$ cat src/rtl/sdram_aref_sched_if.sv
// sdram_aref_sched_if: arbiter <-> auto-refresh scheduler signal bundle
// init_end      arbiter -> sched  SDRAM init complete (level)
// aref_en       arbiter -> sched  refresh grant
// aref_cmd      sched -> arbiter  {cs_n,ras_n,cas_n,we_n}
// aref_ba       sched -> arbiter  bank address
// aref_addr     sched -> arbiter  address bus
// aref_req      sched -> arbiter  refresh requested
// aref_urgent   sched -> arbiter  debt at or above urgency threshold
// aref_end      sched -> arbiter  one-cycle sequence-finished pulse
// aref_debt     sched -> arbiter  outstanding refresh count
// aref_overflow sched -> arbiter  sticky lost-obligation flag
interface sdram_aref_sched_if #(
   parameter int ADDR_W   = 13,
   parameter int MAX_DEBT = 8
);
   logic                              init_end;
   logic                              aref_en;
   logic [3:0]                        aref_cmd;
   logic [1:0]                        aref_ba;
   logic [ADDR_W-1:0]                 aref_addr;
   logic                              aref_req;
   logic                              aref_urgent;
   logic                              aref_end;
   logic [$clog2(MAX_DEBT+1)-1:0]     aref_debt;
   logic                              aref_overflow;
   modport master (
      output init_end, aref_en,
      input  aref_cmd, aref_ba, aref_addr, aref_req, aref_urgent, aref_end, aref_debt, aref_overflow
   );
   modport slave (
      input  init_end, aref_en,
      output aref_cmd, aref_ba, aref_addr, aref_req, aref_urgent, aref_end, aref_debt, aref_overflow
   );
endinterface

$ cat src/rtl/sdram_aref_sched.sv
// sdram_aref_sched: SDRAM auto-refresh scheduler with postponable refresh debt
// clk  in  100 MHz SDRAM clock
// rst  in  synchronous active-high reset
// bus  slave side of sdram_aref_sched_if (grant/init in, command bus and status out)
module sdram_aref_sched #(
   parameter int REF_INTERVAL  = 750,
   parameter int TRP_CLK       = 2,
   parameter int TRFC_CLK      = 7,
   parameter int MAX_DEBT      = 8,
   parameter int MAX_BURST     = 4,
   parameter int URGENT_THRESH = 6,
   parameter int ADDR_W        = 13
) (
   input logic               clk,
   input logic               rst,
   sdram_aref_sched_if.slave bus
);
   localparam int DEBT_W = $clog2(MAX_DEBT + 1);
   localparam int TMR_W  = $clog2(REF_INTERVAL + 1);
   localparam int CNT_W  = $clog2((TRP_CLK > TRFC_CLK ? TRP_CLK : TRFC_CLK) + 1);
   localparam int BST_W  = $clog2(MAX_BURST + 1);
   localparam logic [3:0] CMD_NOP  = 4'b0111;
   localparam logic [3:0] CMD_PCH  = 4'b0010;
   localparam logic [3:0] CMD_AREF = 4'b0001;
   localparam logic [ADDR_W-1:0] PCH_ADDR = ADDR_W'(1) << 10;
   typedef enum logic [2:0] {IDLE, PCH, TRP, AREF, TRFC, END} state_t;
   state_t              state, state_nxt;
   logic [TMR_W-1:0]    timer;
   logic [DEBT_W-1:0]   debt, debt_nxt;
   logic [CNT_W-1:0]    cnt;
   logic [BST_W-1:0]    bcnt;
   logic [3:0]          cmd;
   logic [1:0]          ba;
   logic [ADDR_W-1:0]   addr;
   logic                ovf, aend, tick, dec, sat, req;
   assign req = bus.init_end && debt != '0 && state == IDLE;
   always_comb begin
      tick     = bus.init_end && timer == TMR_W'(REF_INTERVAL - 1);
      dec      = state == AREF;
      sat      = debt == DEBT_W'(MAX_DEBT);
      debt_nxt = (tick && !dec) ? (sat ? debt : debt + DEBT_W'(1)) :
                 (!tick && dec) ? debt - DEBT_W'(1) : debt;
      state_nxt = state;
      case (state)
         IDLE:    state_nxt = (bus.aref_en && req) ? PCH : IDLE;
         PCH:     state_nxt = TRP;
         TRP:     state_nxt = cnt == CNT_W'(TRP_CLK - 1) ? AREF : TRP;
         AREF:    state_nxt = TRFC;
         // burst continues only while budget remains and debt (including a same-cycle tick) is nonzero
         TRFC:    state_nxt = cnt != CNT_W'(TRFC_CLK - 1) ? TRFC :
                              (bcnt < BST_W'(MAX_BURST) && debt_nxt != '0) ? AREF : END;
         END:     state_nxt = IDLE;
         default: state_nxt = IDLE;
      endcase
   end
   always_ff @(posedge clk) begin
      if (rst) state <= IDLE;
      else     state <= state_nxt;
   end
   // outputs are registered from the next state so they line up with the state they describe
   always_ff @(posedge clk) begin
      if (rst) begin
         timer <= '0;
         debt  <= '0;
         ovf   <= 1'b0;
         cnt   <= '0;
         bcnt  <= '0;
         cmd   <= CMD_NOP;
         ba    <= 2'b11;
         addr  <= '1;
         aend  <= 1'b0;
      end else begin
         timer <= (!bus.init_end || tick) ? '0 : timer + TMR_W'(1);
         debt  <= debt_nxt;
         ovf   <= ovf | (tick && !dec && sat);
         cnt   <= (state_nxt != state || state == IDLE) ? '0 : cnt + CNT_W'(1);
         bcnt  <= state == END ? '0 : dec ? bcnt + BST_W'(1) : bcnt;
         cmd   <= state_nxt == PCH ? CMD_PCH : state_nxt == AREF ? CMD_AREF : CMD_NOP;
         ba    <= state_nxt == PCH ? 2'b00 : 2'b11;
         addr  <= state_nxt == PCH ? PCH_ADDR : '1;
         aend  <= state_nxt == END;
      end
   end
   assign bus.aref_cmd      = cmd;
   assign bus.aref_ba       = ba;
   assign bus.aref_addr     = addr;
   assign bus.aref_req      = req;
   assign bus.aref_urgent   = debt >= DEBT_W'(URGENT_THRESH);
   assign bus.aref_end      = aend;
   assign bus.aref_debt     = debt;
   assign bus.aref_overflow = ovf;
endmodule

$ cat src/flat_wrapper.sv
// flat-port wrapper written by rule: the top's interface ports become plain ports
module sdram_aref_sched_flat 
#(
   parameter int REF_INTERVAL  = 750,
   parameter int TRP_CLK       = 2,
   parameter int TRFC_CLK      = 7,
   parameter int MAX_DEBT      = 8,
   parameter int MAX_BURST     = 4,
   parameter int URGENT_THRESH = 6,
   parameter int ADDR_W        = 13
)
  (clk, rst, bus_init_end, bus_aref_en, bus_aref_cmd, bus_aref_ba, bus_aref_addr, bus_aref_req, bus_aref_urgent, bus_aref_end, bus_aref_debt, bus_aref_overflow);
  sdram_aref_sched_if #(.ADDR_W(ADDR_W), .MAX_DEBT(MAX_DEBT)) bus_i ();
  input logic clk;
  input logic rst;
  input wire logic [$bits(bus_i.init_end)-1:0] bus_init_end;
  input wire logic [$bits(bus_i.aref_en)-1:0] bus_aref_en;
  output wire logic [$bits(bus_i.aref_cmd)-1:0] bus_aref_cmd;
  output wire logic [$bits(bus_i.aref_ba)-1:0] bus_aref_ba;
  output wire logic [$bits(bus_i.aref_addr)-1:0] bus_aref_addr;
  output wire logic [$bits(bus_i.aref_req)-1:0] bus_aref_req;
  output wire logic [$bits(bus_i.aref_urgent)-1:0] bus_aref_urgent;
  output wire logic [$bits(bus_i.aref_end)-1:0] bus_aref_end;
  output wire logic [$bits(bus_i.aref_debt)-1:0] bus_aref_debt;
  output wire logic [$bits(bus_i.aref_overflow)-1:0] bus_aref_overflow;
  assign bus_i.init_end = bus_init_end;
  assign bus_i.aref_en = bus_aref_en;
  assign bus_aref_cmd = bus_i.aref_cmd;
  assign bus_aref_ba = bus_i.aref_ba;
  assign bus_aref_addr = bus_i.aref_addr;
  assign bus_aref_req = bus_i.aref_req;
  assign bus_aref_urgent = bus_i.aref_urgent;
  assign bus_aref_end = bus_i.aref_end;
  assign bus_aref_debt = bus_i.aref_debt;
  assign bus_aref_overflow = bus_i.aref_overflow;
  sdram_aref_sched #(.REF_INTERVAL(REF_INTERVAL), .TRP_CLK(TRP_CLK), .TRFC_CLK(TRFC_CLK), .MAX_DEBT(MAX_DEBT), .MAX_BURST(MAX_BURST), .URGENT_THRESH(URGENT_THRESH), .ADDR_W(ADDR_W)) u_core (.clk(clk), .rst(rst), .bus(bus_i));
endmodule
$ cat config.mk
export PLATFORM = sky130hd
export DESIGN_NAME = sdram_aref_sched_flat
export DESIGN_NICKNAME = d
export VERILOG_FILES = /design/src/rtl/sdram_aref_sched_if.sv /design/src/rtl/sdram_aref_sched.sv /design/src/flat_wrapper.sv
export SDC_FILE = /design/constraint.sdc
export NUM_CORES = 1
export LEC_CHECK = 0
export BUFFER_PORTS_ARGS = -buffer_cell sky130_fd_sc_hd__buf_4
export CORE_MARGIN = 3
export CORE_UTILIZATION = 25
export DETAILED_ROUTE_END_ITERATION = 12
export SYNTH_ARGS = -nofsm -noshare
export SYNTH_HDL_FRONTEND = slang
export SYNTH_SLANG_ARGS = --single-unit
export TNS_END_PERCENT = 5
$ cat constraint.sdc
create_clock -name clk -period 2.3 [get_ports clk]
set_input_delay 0.23 -clock clk [delete_from_list [all_inputs] [get_ports clk]]
set_output_delay 0.23 -clock clk [all_outputs]
set_load 0.05 [all_outputs]
==> summary.md <==
| Metric | Value |
|---|---|
| Peak supply drop | 0.000196 V |
| Total CTS buffers | 3 |
| Num ports | 31 |
| Layout area overhead | 14.5% |
| Height of the die | 87.1 µm |
| First-pass GRT wire length | 5710 µm |
| Hold_buf cts | 0 |
| CP Max Fanout | 9 |
| Post-Syn Instances | 184 |
| Max-cap violation count | 0 |
| IO buf count | 28 |
| Clock Power Share | 30.0% |
| RSZ-0062 raised after global routing | false |
| HP Class | in -> reg |
| Status | finished clean |
| DP Worst Slack | 0.316 ns |
| Setup TNS | 0 ns |
| Total Wirelength | 3310 µm |
| NetSw | 241 µW |
| Syn_area_per_cell | 8.94 µm² |
| Max Slew Vio Count | 0 |
| Crit path max-delay cell type | dfxtp_1 |
| Internal Pwr Total | 660 µW |
| Distinct cells, synth | 47 |
| Routed len/inst | 12.1 µm |
| Root Driver | clkbuf_8 |
| Final period utilization | 86.3% |
| Combinational share of power | 14.1% |
| Reg2reg path depth | 7 |
| Initial drt markers | 49 |
| Reg power frac | 55.9% |
| Netlist Area Pre-Place | 1650 µm² |
| Hold Crit Depth | 2 |
| Critical path class | reg -> reg |
| Leakage | 0.788 nW |
| Power after layout | 901 µW |
| Vias per cell | 4.52 |
| Sequential area share after synthesis | 34.1% |
| Grt total ovfl | 0 |
| Fin area | 1880 µm² |
| Via count | 1,238 |
| FFs w/ async S/R, synth | 0% |
| F_max | 0.504 GHz |
| Core Footprint | 6130 µm² |
| ANT cells | 0 |
| Worst Path Required | 2.47 ns |
| # resized after CTS | 0 |
| CTS tree | built |
| Layout Skew | 0.00163 ns |
| Post-DP Area | 1840 µm² |
| DRC violations left | 0 |
| Critical path arrival | 2.15 ns |
| Startpoint Class | register |
| Share of cells above drive strength 1 | 23.6% |
| Final net count | 213 |
| PD cells | 478 nW/µm² |
| Largest net degree at the start of global routing | 16 |
| Die X-Extent | 87.1 µm |
| Count of final hold-check violations | 0 |
| Setup-failing EPs final | 0 |
| Worst path max stage delay | 0.39 ns |
| Row Count | 28 |
| Vias in the first global route | 1,223 |
| Post-layout min period | 1.99 ns |
| # clock sinks | 28 |
| Skew-Pair Late Insertion Delay | 0.27 ns |
| Primary FF master, synth | dfxtp_1 |
| All-Layer GR Usage | 9.31% |
| Post-Syn Nets | 197 |
| Setup ws final | 0.314 ns |
| Post-CTS Setup Inserts | 0 |
| Initial antenna violation count | 0 |
| RePlAce Congestion | 0.798 |
| Switching Fraction | 26.7% |
| Longest Clk Path Bufs | 2 |
| Synthesis-stage register bit count | 28 |
| Most frequent cells in the layout | buf_4 (31), dfxtp_1 (26), nor2_1 (25), inv_1 (9), ha_1 (9) |
| Initial Util | 26.8% |
| Clk pin slew, worst setup/hold paths | 0.09 ns |
| EDFF count, synth | 0 |
| Half-perimeter wire length after placement | 2570 µm |
| H-Tree Depth | 1 |
| Ys Warns | 0 |
| CP Cell Sequence | ha_1 -> nand4b_1 -> nor3_4 -> mux2i_1 -> a22o_1 -> nand3_1 -> and4_1 |
| Die area | 7590 µm² |
| Commonest non-fill, non-tap cell in the layout | buf_4 |
| Pre-antenna DRT Iters | 4 |
| Post-route ant nets | 0 |
| CP endpoint kind | register |
| Final core utilization | 30.7% |
## layer usage
layer	GRT usage, %	share of wire (%)	up-vias
met5	0	0	-
met1	12.3	47	577
li1	-	-	648
met3	1.23	2.3	2
met4	2.93	1.0	0
met2	15.7	49	11
## worst max-delay path: cells and delay by family, from the launching register on
| family | cells | cell delay, ns |
|---|---|---|
| AO/OA/AOI/OAI | 1 | 0.19 |
| flip-flops | 1 | 0.39 |
| adder cells (fa/ha/maj) | 1 | 0.19 |
| multiplexers | 1 | 0.33 |
| AND/OR/NAND/NOR | 4 | 0.79 |
## through the flow
step	std cells	hold WS, ns
after floorplan	184	0.323
after global placement	270	0.448
after detailed placement	270	0.455
after CTS	274	0.213
after global routing	274	0.227
final	274	0.217
## Yosys cell counts, types with 5 or more instances
cell type	number	area, µm²
inv_1	9	33.8
a21oi_1	6	30.0
ha_1	9	113
nand3_1	6	30.0
dfxtp_1	28	561
o21ai_0	7	35.0
nand2_1	6	22.5
buf_4	16	120
mux2i_1	5	50.1
nor2b_1	7	43.8
nor2_1	25	93.8
xnor2_1	5	43.8
## sequential cells by signal, summed over array words and instances (netlist names)
name                      cells
u_core.cnt                    3
u_core.timer                 10
u_core.bus.aref_overflow      1
u_core.bus.aref_end           1
u_core.bus.aref_cmd           2
u_core.bus.aref_ba            1
u_core.bcnt                   3
u_core.bus.aref_debt          4
u_core.state                  3
## final timing paths
path / slack [ns] / start / end
min: 0.22 / bus_aref_en / u_core.bus.aref_ba[0]
max: 0.31 / u_core.timer[0] / u_core.state[1]
max reg2reg: 0.31 / u_core.timer[0] / u_core.state[1]
min reg2reg: 0.48 / u_core.timer[0] / u_core.timer[0]
## final cells by class
type	count	area [µm²]
repair buffers	31	233
fillers	652	4250
multi-input cells	127	911
flip-flops and latches	28	568
well taps	75	93.8
inverters	9	33.8
clock buffers	4	45.0
## power groups by stage
stage	clock network [mW]	logic, mW	registers (mW)
2_1_floorplan	0	0.0952	0.524
3_3_place_gp	0	0.126	0.514
3_5_place_dp	0	0.128	0.515
4_1_cts	0.285	0.129	0.504
5_1_grt	0.306	0.141	0.506
6_report	0.270	0.127	0.504
## cells by family (layout without fill, tap and decap cells)
kind of cell,after synthesis,count (layout),synth area share [%]
adder cells (fa/ha/maj),9,9,6.84
flip-flops,28,28,34.1
AO/OA/AOI/OAI,28,28,11.9
XOR/XNOR,10,10,5.78
other,2,2,0.456
buffers and inverters,29,44,11.5
multiplexers,6,6,3.73
AND/OR/NAND/NOR,72,72,25.7
Power figures use the tool's default switching activity.
